File: config.mk
export PLATFORM = sky130hd
export DESIGN_NAME = mac_result_fifo
export DESIGN_NICKNAME = d
export VERILOG_FILES = /design/src/rtl/mac_result_fifo.sv
export SDC_FILE = /design/constraint.sdc
export NUM_CORES = 1
export LEC_CHECK = 0
export CAP_MARGIN = 10
export CORE_MARGIN = 2
export CORE_UTILIZATION = 55
export CTS_CLUSTER_DIAMETER = 200
export DETAILED_ROUTE_END_ITERATION = 8
export PLACE_DENSITY = 0.9
export SLEW_MARGIN = 20
export SYNTH_ARGS = -nofsm -noshare
export SYNTH_HDL_FRONTEND = slang
export SYNTH_SLANG_ARGS = --single-unit
File: constraint.sdc
create_clock -name clk -period 5.4 [get_ports clk]
set_input_delay 0.81 -clock clk [delete_from_list [all_inputs] [get_ports clk]]
set_output_delay 0.81 -clock clk [all_outputs]
set_load 0.03 [all_outputs]
File: src/rtl/mac_result_fifo.sv
`default_nettype none
// ============================================================================
// Module      : mac_result_fifo
// Description : Result buffer behind the a*b+c MAC unit. Captures each result
//               strobed by validi into a small first-word-fall-through FIFO,
//               hands it out over a valid/ready handshake, keeps a saturating
//               running sum of accepted results and a sticky overflow flag for
//               results dropped while the FIFO was full.
// Revision    : 1.0 - initial release
// ============================================================================
module mac_result_fifo #(
  parameter int WIDTH     = 8,
  parameter int DEPTH     = 4,
  parameter int SUM_WIDTH = 16
) (
  input  logic                     clk,
  input  logic                     rst,
  input  logic                     validi,
  input  logic [WIDTH-1:0]         data_in,
  input  logic                     ready_i,
  input  logic                     clr_i,
  output logic                     valido,
  output logic [WIDTH-1:0]         data_out,
  output logic [$clog2(DEPTH):0]   count,
  output logic                     full,
  output logic                     empty,
  output logic                     overflow,
  output logic [SUM_WIDTH-1:0]     sum
);

  localparam int c_PTR_W = $clog2(DEPTH);
  localparam int c_CNT_W = c_PTR_W + 1;

  localparam logic [c_CNT_W-1:0] c_CNT_ONE    = c_CNT_W'(1);
  localparam logic [c_CNT_W-1:0] c_CNT_ALMOST = c_CNT_W'(DEPTH - 1);
  localparam logic [c_PTR_W-1:0] c_PTR_ONE    = c_PTR_W'(1);

  // Status FSM encoding
  localparam logic [1:0] c_ST_EMPTY   = 2'd0;
  localparam logic [1:0] c_ST_PARTIAL = 2'd1;
  localparam logic [1:0] c_ST_FULL    = 2'd2;

  logic [WIDTH-1:0]     r_mem [DEPTH];
  logic [c_PTR_W-1:0]   r_wr_ptr;
  logic [c_PTR_W-1:0]   r_rd_ptr;
  logic [c_CNT_W-1:0]   r_count;
  logic [SUM_WIDTH-1:0] r_sum;
  logic                 r_overflow;
  logic [1:0]           r_state;
  logic [1:0]           w_state_nxt;

  logic                 w_empty;
  logic                 w_full;
  logic                 w_pop;
  logic                 w_push;
  logic                 w_drop;
  logic [SUM_WIDTH:0]   w_sum_add;
  logic [SUM_WIDTH-1:0] w_sum_sat;

  // Handshake qualifiers: a full FIFO still accepts a word when the head
  // leaves in the same cycle, so the slot freed by the pop is reused.
  assign w_pop  = !w_empty && ready_i;
  assign w_push = validi && (!w_full || w_pop);
  assign w_drop = validi && w_full && !w_pop;

  // Extra carry bit detects wrap; saturate to all-ones instead of wrapping.
  assign w_sum_add = {1'b0, r_sum} + (SUM_WIDTH + 1)'(data_in);
  assign w_sum_sat = w_sum_add[SUM_WIDTH] ? {SUM_WIDTH{1'b1}} : w_sum_add[SUM_WIDTH-1:0];

  // Storage write; the reset cycle never stores the concurrent word
  always_ff @(posedge clk) begin
    if (!rst && w_push) begin
      r_mem[r_wr_ptr] <= data_in;
    end
  end

  // Read/write pointers, wrapping naturally at the power-of-two depth
  always_ff @(posedge clk) begin
    if (rst) begin
      r_wr_ptr <= '0;
      r_rd_ptr <= '0;
    end else begin
      if (w_push) r_wr_ptr <= r_wr_ptr + c_PTR_ONE;
      if (w_pop)  r_rd_ptr <= r_rd_ptr + c_PTR_ONE;
    end
  end

  // Occupancy counter; simultaneous push and pop leaves it unchanged
  always_ff @(posedge clk) begin
    if (rst) begin
      r_count <= '0;
    end else begin
      case ({w_push, w_pop})
        2'b10:   r_count <= r_count + c_CNT_ONE;
        2'b01:   r_count <= r_count - c_CNT_ONE;
        default: r_count <= r_count;
      endcase
    end
  end

  // Running sum; a clear in the same cycle as a push restarts from that word
  always_ff @(posedge clk) begin
    if (rst) begin
      r_sum <= '0;
    end else if (clr_i) begin
      r_sum <= w_push ? SUM_WIDTH'(data_in) : '0;
    end else if (w_push) begin
      r_sum <= w_sum_sat;
    end
  end

  // Sticky overflow; a drop in the same cycle as a clear keeps the flag set
  always_ff @(posedge clk) begin
    if (rst) begin
      r_overflow <= 1'b0;
    end else if (w_drop) begin
      r_overflow <= 1'b1;
    end else if (clr_i) begin
      r_overflow <= 1'b0;
    end
  end

  // Status FSM state register
  always_ff @(posedge clk) begin
    if (rst) begin
      r_state <= c_ST_EMPTY;
    end else begin
      r_state <= w_state_nxt;
    end
  end

  // Status FSM next-state logic; push-and-pop together always holds state
  always_comb begin
    w_state_nxt = r_state;
    case (r_state)
      c_ST_EMPTY: begin
        if (w_push) w_state_nxt = c_ST_PARTIAL;
      end
      c_ST_PARTIAL: begin
        if (w_pop && !w_push && (r_count == c_CNT_ONE)) begin
          w_state_nxt = c_ST_EMPTY;
        end else if (w_push && !w_pop && (r_count == c_CNT_ALMOST)) begin
          w_state_nxt = c_ST_FULL;
        end
      end
      c_ST_FULL: begin
        if (w_pop && !w_push) w_state_nxt = c_ST_PARTIAL;
      end
      default: w_state_nxt = c_ST_EMPTY;
    endcase
  end

  // Status FSM output decode
  always_comb begin
    w_empty = 1'b0;
    w_full  = 1'b0;
    case (r_state)
      c_ST_EMPTY:   w_empty = 1'b1;
      c_ST_FULL:    w_full  = 1'b1;
      default: begin
        w_empty = 1'b0;
        w_full  = 1'b0;
      end
    endcase
  end

  // Head word is forced to zero while nothing is buffered
  assign data_out = w_empty ? '0 : r_mem[r_rd_ptr];
  assign valido   = !w_empty;
  assign empty    = w_empty;
  assign full     = w_full;
  assign count    = r_count;
  assign overflow = r_overflow;
  assign sum      = r_sum;

endmodule
`default_nettype wire

==> out/metrics.cfg <==
[worst_setup_path]
r2r_cells=7
critPathLaunchType=register
worstPathArrival_ps=2330
worstSetupPathType=reg2out
worstPathMaxFanout=8
worstReg2RegEnd=sum[6]$_SDFFE_PP0P_
reg2reg_from=sum[0]$_SDFFE_PP0P_
crit_required_ps=4590
end_kind=output pin
r2r_slack_ps=3150
endpoint=data_out[4]

[pwr]
intPower_uw=851
p_seq_share_pct=44.6
clkPwrFrac_pct=39.2
leakagePower_nw=1.36
peakVddDrop_mv=0.180
power_switching_uw=304
combPwrFrac_pct=16.2
p_sw_share_pct=26.3
power_density_nw_per_um2=305

[drt]
via_count=2293
met3_wirelength_um=329
wl_per_cell_um=16.7
viasPerCell=5.85
antenna_left=0
highest_layer=met4
drc=0
drt_iter0_drc=149
wl_met1_um=2780
first_pass_iters=4
wl_met2_um=3320
wl_um=6530

[floorplanning]
coreArea_um2=5470
die_area_um2=6230
num_io_pins=44
initial_utilization_pct=56.4
die_y_um=78.9
row_count=27
die_w_um=78.9

[logic_synthesis]
yosys_warnings=0
syn_area_per_cell_um2=11.3
yosysSeqAreaShare_pct=49.3
synth-seq-cells=60
synth_top_area_share_pct=31.1
syn_inst=273
ys_types=54
synth_area_um2=3090
ys.flop_type=edfxtp_1
synth_edf_count=32
async_flop_share_pct=0
synth_area_leader_cell=edfxtp_1
synth_area_leaders=edfxtp_1, dfxtp_1, ha_1
syn_nets=303

[grt]
grt_max_degree=21
grt_pass1_wl_um=10900
gr-total-overflow=0
grt_pass1_vias=2296
antenna_found_initial=0
grt.total_usage_pct=23.1

[timing]
fin_crit_sh_pct=58.1
hold_ws_ps=507
relSlewSlack_pct=55.2
worst_slack_ps=2260
rsz0062_at_grt=no
post-route-min-period_ps=3140
hold_viol=0
setup-tns-final_ps=0
finalSetupViolCount=0
skew_ps=7.95
fmax_mhz=319
worst_slew_pin_slew_ps=672
slew_violations=0

[place]
pre_cts_ws_ps=2060
place_area_um2=3550
port_buffers=43
hpwl_um=4660
place_congestion=0.876
dp.cells=376

[clocking]
cts_max_path_buffers=2
numClockSinks=60
cts-resized-gates=0
postCtsSetupBuffers=0
htree_levels=3
hold_buffers=0
cts_tree=built
cts-root-buf=clkbuf_8
clock_latency_ps=330
cts_made_buffers=9
clk_pin_slew_ps=70

[layout]
finalInstanceArea_um2=3780
drive_gt1_share_pct=12.5
final_cells=392
syn2layout_area_growth_pct=22.4
diodes=0
nets=345

[job]
drv_cap=0

[worst_hold_path]
hp-class=reg2reg

[status]
outcome=finished clean

==> critical path: stages, from the launching register on <==
cell and delay [ps]:
dfxtp_1 650, mux4_2 590, and2_1 170, clkdlybuf4s50_1 580
==> flip-flops by register name (all words and copies together) (netlist names), named ones only <==
register / flops
r_mem: 32
sum: 16
r_wr_ptr: 2
overflow: 1
count: 3
r_rd_ptr: 2
r_state: 2
==> cells in the mapped netlist (all sizes together), types with 6 or more instances <==
cell	count
edfxtp	32
dfxtp	28
ha	16
nand2	16
a21oi	15
nor2	15
o21ai	15
and2	14
nand3	13
a211oi	11
inv	9
mux4	8
clkbuf	7
a31oi	6
nor3	6
==> final cells by class <==
type	instances	area [um2]
clock buffer	10	138
multi-input combinational	192	1480
tap	72	90.1
inverter	9	33.8
clock inverter	6	87.6
timing repair buffer	43	430
sequential	60	1520
fill	436	1690
==> cell families after synthesis <==
group,after synthesis,share of synthesized area (%)
AO/OA/AOI/OAI,74,17.4
XOR/XNOR,6,1.70
adder cells (fa/ha/maj),17,7.13
buffers and inverters,21,2.84
flip-flops,60,49.3
multiplexers,10,6.48
AND/OR/NAND/NOR,85,15.2
==> power by group through the flow <==
stage                     registers [mW]  logic, mW  clock network, mW
after global routing               0.518      0.206              0.476
after CTS                          0.516      0.188              0.455
final                              0.515      0.187              0.452
after detailed placement           0.526      0.187                  0
after global placement             0.524      0.181                  0
after floorplan                    0.533      0.117                  0
==> layout by cell type, fill, tap and decap left out, drive strengths merged, types with 4 or more instances in the layout <==
| cell | synthesis | routed |
|---|---|---|
| clkdlybuf4s50 | 0 | 43 |
| edfxtp | 32 | 32 |
| dfxtp | 28 | 28 |
| ha | 16 | 16 |
| nand2 | 16 | 16 |
| nor2 | 15 | 15 |
| a21oi | 15 | 15 |
| o21ai | 15 | 15 |
| and2 | 14 | 14 |
| nand3 | 13 | 13 |
| a211oi | 11 | 11 |
| clkbuf | 7 | 10 |
| inv | 9 | 9 |
| mux4 | 8 | 8 |
| nor3 | 6 | 6 |
| a31oi | 6 | 6 |
| a21o | 5 | 5 |
| and3 | 4 | 4 |
| xnor2 | 4 | 4 |
| nor2b | 4 | 4 |
==> through the flow <==
step / util, % / total power, mW
after floorplan: - / 0.650
after global placement: 65.0 / 0.706
after detailed placement: 65.0 / 0.713
after CTS: 69.1 / 1.16
after global routing: 69.1 / 1.20
final: 69.1 / 1.15
==> metal layers <==
metal / global-route usage, % / vias to the layer above
met5: 0 / -
met4: 8.97 / 0
met3: 4.55 / 8
met2: 39.9 / 64
met1: 28.6 / 1093
li1: - / 1128
==> how the worst min path moves through the flow <==
| stage | startpoint | end | cells after the start |
|---|---|---|---|
| 2_1_floorplan | r_wr_ptr[1]$_SDFFE_PP0N_ | r_wr_ptr[1]$_SDFFE_PP0N_ | 2 |
| 3_3_place_gp | sum[5]$_SDFFE_PP0P_ | sum[5]$_SDFFE_PP0P_ | 2 |
| 3_5_place_dp | sum[11]$_SDFFE_PP0P_ | sum[11]$_SDFFE_PP0P_ | 2 |
| 4_1_cts | sum[11]$_SDFFE_PP0P_ | sum[11]$_SDFFE_PP0P_ | 2 |
| 5_1_grt | sum[11]$_SDFFE_PP0P_ | sum[11]$_SDFFE_PP0P_ | 2 |
| 6_report | sum[11]$_SDFFE_PP0P_ | sum[11]$_SDFFE_PP0P_ | 2 |
Power figures use the tool's default switching activity.
